===== src/rtl/dds_pkg.sv =====
`default_nettype none
// ============================================================================
// Module : dds_pkg
// Brief  : Frame layout, SCLK half-period constants and FSM states for the DAC link.
// Rev    : 1.0
// ============================================================================
package dds_pkg;

    localparam int DAC_DW = 16;
    localparam int H_FAST = 2;
    localparam int H_SLOW = 4;
    localparam int HW     = 3;

    localparam int PWR_MSB  = 15;
    localparam int PWR_LSB  = 14;
    localparam int PAD_MSB  = 13;
    localparam int PAD_LSB  = 12;
    localparam int DATA_MSB = 11;
    localparam int DATA_LSB = 0;
    localparam int DATA_W   = DATA_MSB - DATA_LSB + 1;

    typedef enum logic [2:0] {
        S_IDLE  = 3'd0,
        S_SETUP = 3'd1,
        S_SHIFT = 3'd2,
        S_END   = 3'd3,
        S_GAP   = 3'd4
    } dac_state_e;

    // Power field on top, two zero pad bits, then the 12 most significant sample bits.
    function automatic logic [DAC_DW-1:0] build_frame(input logic [1:0]        pwr,
                                                      input logic [DATA_W-1:0] data);
        logic [DAC_DW-1:0] f;
        f                    = '0;
        f[PWR_MSB:PWR_LSB]   = pwr;
        f[PAD_MSB:PAD_LSB]   = 2'b00;
        f[DATA_MSB:DATA_LSB] = data;
        return f;
    endfunction

    function automatic logic [HW-1:0] half_period(input logic fast);
        return fast ? HW'(H_FAST) : HW'(H_SLOW);
    endfunction

endpackage
`default_nettype wire


===== src/rtl/dac_clk_div.sv =====
`default_nettype none
// ============================================================================
// Module : dac_clk_div
// Brief  : Loadable half-period counter; tick_o marks the last cycle of each phase.
// Rev    : 1.0
// ============================================================================
module dac_clk_div
    import dds_pkg::*;
(
    input  logic          clk,
    input  logic          rst,
    input  logic          load_i,
    input  logic [HW-1:0] half_i,
    input  logic          run_i,
    output logic          tick_o
);

    logic [HW-1:0] half_q;
    logic [HW-1:0] cnt_q;

    // The half-period is latched at load so it cannot change mid-frame.
    always_ff @(posedge clk) begin
        if (rst) begin
            half_q <= HW'(H_SLOW);
            cnt_q  <= '0;
        end else if (load_i) begin
            half_q <= half_i;
            cnt_q  <= half_i - HW'(1);
        end else if (run_i) begin
            cnt_q  <= (cnt_q == '0) ? (half_q - HW'(1)) : (cnt_q - HW'(1));
        end
    end

    assign tick_o = run_i && !load_i && (cnt_q == '0);

endmodule
`default_nettype wire


===== src/rtl/dac_spi_tx.sv =====
`default_nettype none
// ============================================================================
// Module : dac_spi_tx
// Brief  : Serialises 16-bit DAC frames (power field + 12 sample MSBs) over SPI.
// Rev    : 1.0
// ============================================================================
module dac_spi_tx
    import dds_pkg::*;
#(
    parameter int SW = 16,
    parameter int DW = DAC_DW
)(
    input  logic          clk,
    input  logic          rst,
    input  logic          en,
    input  logic [SW-1:0] sample,
    input  logic          sample_valid,
    output logic          sample_ready,
    input  logic          speed_sel,
    input  logic [1:0]    power_state,
    output logic          dac_sclk,
    output logic          dac_mosi,
    output logic          dac_csb,
    output logic          frame_done
);

    localparam int BW = $clog2(DW);

    dac_state_e    state_q, state_d;
    logic [DW-1:0] frame_q, frame_d;
    logic [BW-1:0] bit_q, bit_d;
    logic          sclk_q, sclk_d;
    logic          mosi_q, mosi_d;
    logic          csb_q, csb_d;
    logic          done_q, done_d;

    logic          w_ready;
    logic          w_accept;
    logic          w_tick;
    logic          w_run;
    logic [HW-1:0] w_half;
    logic          w_unused_lsbs;

    assign w_ready       = (state_q == S_IDLE) && en && !rst;
    assign w_accept      = w_ready && sample_valid;
    assign w_run         = (state_q != S_IDLE);
    assign w_half        = half_period(speed_sel);
    assign w_unused_lsbs = ^sample[SW-DATA_W-1:0];

    dac_clk_div u_clk_div (
        .clk    (clk),
        .rst    (rst),
        .load_i (w_accept),
        .half_i (w_half),
        .run_i  (w_run),
        .tick_o (w_tick)
    );

    always_ff @(posedge clk) begin
        if (rst) begin
            state_q <= S_IDLE;
            frame_q <= '0;
            bit_q   <= '0;
            sclk_q  <= 1'b0;
            mosi_q  <= 1'b0;
            csb_q   <= 1'b1;
            done_q  <= 1'b0;
        end else begin
            state_q <= state_d;
            frame_q <= frame_d;
            bit_q   <= bit_d;
            sclk_q  <= sclk_d;
            mosi_q  <= mosi_d;
            csb_q   <= csb_d;
            done_q  <= done_d;
        end
    end

    // Next-state logic computes the pin values for the following cycle, so
    // every DAC pin comes straight from a flop.
    always_comb begin
        state_d = state_q;
        frame_d = frame_q;
        bit_d   = bit_q;
        sclk_d  = sclk_q;
        mosi_d  = mosi_q;
        csb_d   = csb_q;
        done_d  = 1'b0;

        case (state_q)
            S_IDLE: begin
                csb_d  = 1'b1;
                sclk_d = 1'b0;
                if (w_accept) begin
                    state_d = S_SETUP;
                    frame_d = DW'(build_frame(power_state, sample[SW-1 -: DATA_W]));
                    bit_d   = BW'(DW - 1);
                    csb_d   = 1'b0;
                    mosi_d  = 1'b0;
                end
            end
            S_SETUP: begin
                if (w_tick) begin
                    state_d = S_SHIFT;
                    sclk_d  = 1'b1;
                    mosi_d  = frame_q[bit_q];
                end
            end
            S_SHIFT: begin
                // MOSI moves only with the rising edge, leaving it settled
                // for the whole low phase in which the DAC samples.
                if (w_tick) begin
                    if (sclk_q) begin
                        sclk_d = 1'b0;
                    end else if (bit_q == '0) begin
                        state_d = S_END;
                    end else begin
                        bit_d  = bit_q - BW'(1);
                        sclk_d = 1'b1;
                        mosi_d = frame_q[bit_q - BW'(1)];
                    end
                end
            end
            S_END: begin
                if (w_tick) begin
                    state_d = S_GAP;
                    csb_d   = 1'b1;
                    done_d  = 1'b1;
                end
            end
            S_GAP: begin
                if (w_tick) begin
                    state_d = S_IDLE;
                end
            end
            default: begin
                state_d = S_IDLE;
                csb_d   = 1'b1;
                sclk_d  = 1'b0;
            end
        endcase
    end

    assign sample_ready = w_ready;
    assign dac_sclk     = sclk_q;
    assign dac_mosi     = mosi_q;
    assign dac_csb      = csb_q;
    assign frame_done   = done_q;

endmodule
`default_nettype wire

===== config.mk =====
export PLATFORM = sky130hd
export DESIGN_NAME = dac_spi_tx
export DESIGN_NICKNAME = d
export VERILOG_FILES = /design/src/rtl/dds_pkg.sv /design/src/rtl/dac_clk_div.sv /design/src/rtl/dac_spi_tx.sv
export SDC_FILE = /design/constraint.sdc
export NUM_CORES = 1
export LEC_CHECK = 0
export ABC_CLOCK_PERIOD_IN_PS = 2700
export BUFFER_PORTS_ARGS = -buffer_cell sky130_fd_sc_hd__buf_4
export CORE_ASPECT_RATIO = 1.25
export CORE_UTILIZATION = 34
export CTS_CLUSTER_DIAMETER = 120
export DETAILED_ROUTE_END_ITERATION = 7
export PLACE_DENSITY = 0.52
export SLEW_MARGIN = 0
export SYNTH_ARGS = -nofsm -noshare
export SYNTH_HDL_FRONTEND = slang
export SYNTH_SLANG_ARGS = --single-unit

===== constraint.sdc =====
create_clock -name clk -period 2.7 [get_ports clk]
set_input_delay 0.135 -clock clk [delete_from_list [all_inputs] [get_ports clk]]
set_output_delay 0.135 -clock clk [all_outputs]
set_load 0.05 [all_outputs]

==> results_dict.tcl <==
set metrics [dict create \
    status "finished, final reports clean" \
    clk_latency_ns 0.28 \
    die-height_um 78.9 \
    rsz0062_at_grt "false" \
    p_comb_share_pct 31.4 \
    cts_sinks 30 \
    grt_pass1_wl_um 6210 \
    stdcell_area_um2 1890 \
    hold_ws_ns 0.102 \
    final.period_utilization_pct 77.7 \
    grt_pass1_vias 1323 \
    n_fill_cell 489 \
    crit_chain "or3_1, or2_1, a211oi_4, nor2_1, a311oi_1" \
    synthAdderAreaFrac_pct 1.56 \
    tns_ns 0 \
    cp_top_family "simple AND/OR/NAND/NOR gates" \
    cts-root-buf "clkbuf_8" \
    p_total_uw 1290 \
    ys_async_sr_fraction_pct 0 \
    syn2layout_area_growth_pct 17.5 \
    yosysSeqAreaShare_pct 37.4 \
    dp_hpwl_um 2580 \
    cts_buffers 5 \
    path_buf_inv 0 \
    preCtsSetupSlack_ns 0.620 \
    slew_viol_final 0 \
    startpoint_type "flip-flop" \
    wl_per_cell_um 13.4 \
    layout.nets 239 \
    gr-total-overflow 0 \
    final_layout_size_suffix_gt1_share_pct 19.6 \
    synthSimpleGateAreaFrac_pct 24.1 \
    hold_viol 0 \
    yosys_register_bits 30 \
    synthCells 195 \
    syn_avg_cell_area_um2 8.25 \
    dr.pass1.iters 4 \
    clk_pin_slew_worst_paths_ns 0.06 \
    cellLeakagePower_uw 0.000701 \
    drc_errors 0 \
    ys_warn_count 0 \
    track_usage_pct 15.9 \
    die_w_um 63.5 \
    synthMuxAreaShare_pct 12.1 \
    p_sw_share_pct 34.4 \
    ios 28 \
    ys_types 39 \
    yosys-top-cells-area "dfxtp_1 37%, nand2_1 8.4%, a21oi_1 5.6%" \
    holdCritPathClass "input pin to flip-flop" \
    via_per_inst 5.26 \
    io_buffers 23 \
    syn-cell-area_um2 1610 \
    max_stage_delay_ns 0.56 \
    synth_top_area_share_pct 37.4 \
    antennaDiodeCount 0 \
    setup_ws_ns 0.601 \
    vias 1430 \
    max_freq_mhz 476 \
    gp_congestion 0.795 \
    syn-num-nets 220 \
    max-clock-path-buffers 2 \
    multi_input_area_um2 930 \
    ctsHtreeMaxLevel 2 \
    critical-path-slowest-cell "or3_1" \
    synth-main-ff-cell "dfxtp_1" \
    register_area_um2 601 \
    fin_crit_ns 2.10 \
    grt_max_degree 33 \
    power.switching_uw 442 \
    ant_nets 0 \
    worst_slew_pin_slew_ns 0.496 \
    cts_tree "yes" \
    core-area_um2 4460 \
    crit_path_max_fanout 13 \
    cts_hold_buf 0 \
    crit_type "flip-flop to flip-flop" \
    cp.arrival_ns 2.29 \
    post_cts_buffers 0 \
    slew_headroom_pct 66.9 \
    initial_core_util_pct 36.1 \
    synth_compound_area_share_pct 17.4 \
    max-vdd-ir-drop_mv 0.306 \
    dieArea_um2 5010 \
    p_int_uw 844 \
    synth_enable_flop_cells 0 \
    maxCapViolCount 0 \
    routed_wl_um 3650 \
    cts-resized-gates 0 \
    synth_xor_area_share_pct 2.72 \
    netlist.top_cell.by_area "dfxtp_1" \
    placed_area_um2 1810 \
    synthTopCellsByCount "36 x nand2_1, 30 x dfxtp_1, 19 x nor2_1" \
    dr.first_iter.drc_count 85 \
    setup_viol 0 \
    skew_ns 0.00256 \
    row_count 27 \
    p_per_area_nw_per_um2 680 \
    synth_most_common_cell "nand2_1" \
    cp.required_ns 2.89 \
    endpoint_kind "flip-flop" \
    clock_power_share_pct 26.2 \
    pwr-share-seq_pct 42.5 \
    synth_top_family_by_area "simple AND/OR/NAND/NOR gates" \
    antenna_found_initial 0 \
]
-- area by class of cell --
cell class              instances  area share [%]
flip-flops and latches         30            31.8
well taps                      58            3.84
repair buffers                 26            10.3
multi-input cells             147            49.2
clock buffers                   7            4.04
inverters                       4           0.795
-- cell families after synthesis --
family / Yosys count
AND/OR/NAND/NOR: 84
multiplexers: 15
XOR/XNOR: 5
flip-flops: 30
AO/OA/AOI/OAI: 41
adder cells (fa/ha/maj): 2
buffers and inverters: 18
-- power groups by stage --
stage,clock network (µW),registers (µW),logic (µW)
after floorplan,0,549,316
after global placement,0,552,390
after detailed placement,0,555,405
after CTS,350,546,407
after global routing,374,554,450
final,336,546,403
-- tightest hold or removal path, cell delays in order --
cell and delay [ns]:
buf_4 0.11, nand2_1 0.04, a21oi_1 0.05
-- metal layers --
layer	wire (µm)	GRT usage [%]	vias up
li1	-	-	725
met1	1730	19.9	679
met2	1740	25.4	20
met3	122	4.60	6
met4	57	6.14	0
met5	0	0	-
-- worst paths after layout --
kind	cells past startpoint	start	slack, ns	end
worst max-delay path	5	state_q[2]$_SDFFE_PP0P_	0.60	bit_q[3]$_SDFFE_PP0P_
worst min-delay path	3	sample[8]	0.10	frame_q[4]$_SDFFE_PP0P_
worst max register to register	5	state_q[2]$_SDFFE_PP0P_	0.60	bit_q[3]$_SDFFE_PP0P_
worst min register to register	2	u_clk_div.half_q[1]$_SDFFE_PP0P_	0.47	u_clk_div.half_q[1]$_SDFFE_PP0P_
-- per-stage QoR --
step | utilization, % | instances
4_1_cts | 42.4 | 272
3_3_place_gp | 40.7 | 265
5_1_grt | 42.4 | 272
3_5_place_dp | 40.7 | 265
6_report | 42.4 | 272
2_1_floorplan | - | 195
-- placed cells by master (no fill, tap or decap), drive strengths merged, types with 2 or more instances in the layout --
cell / synthesis / final
a211oi: 3 / 3
a21oi: 18 / 18
a311oi: 4 / 4
a32oi: 2 / 2
buf: 3 / 26
clkbuf: 11 / 7
dfxtp: 30 / 30
ha: 2 / 2
inv: 4 / 4
mux2: 5 / 5
mux2i: 7 / 7
mux4: 3 / 3
nand2: 36 / 36
nand2b: 6 / 6
nand3b: 2 / 2
nor2: 19 / 19
nor3: 6 / 6
nor3b: 2 / 2
nor4: 2 / 2
o21ai: 3 / 3
o22ai: 4 / 4
or2: 2 / 2
or3: 5 / 5
xnor2: 2 / 2
xor2: 3 / 3
-- sequential cells by signal, summed over array words and instances, names as in the netlist, 2 cells and up --
register / cells
u_clk_div.cnt_q: 3
bit_q: 4
frame_q: 14
u_clk_div.half_q: 2
state_q: 3
(Power assumes the default switching activity.)
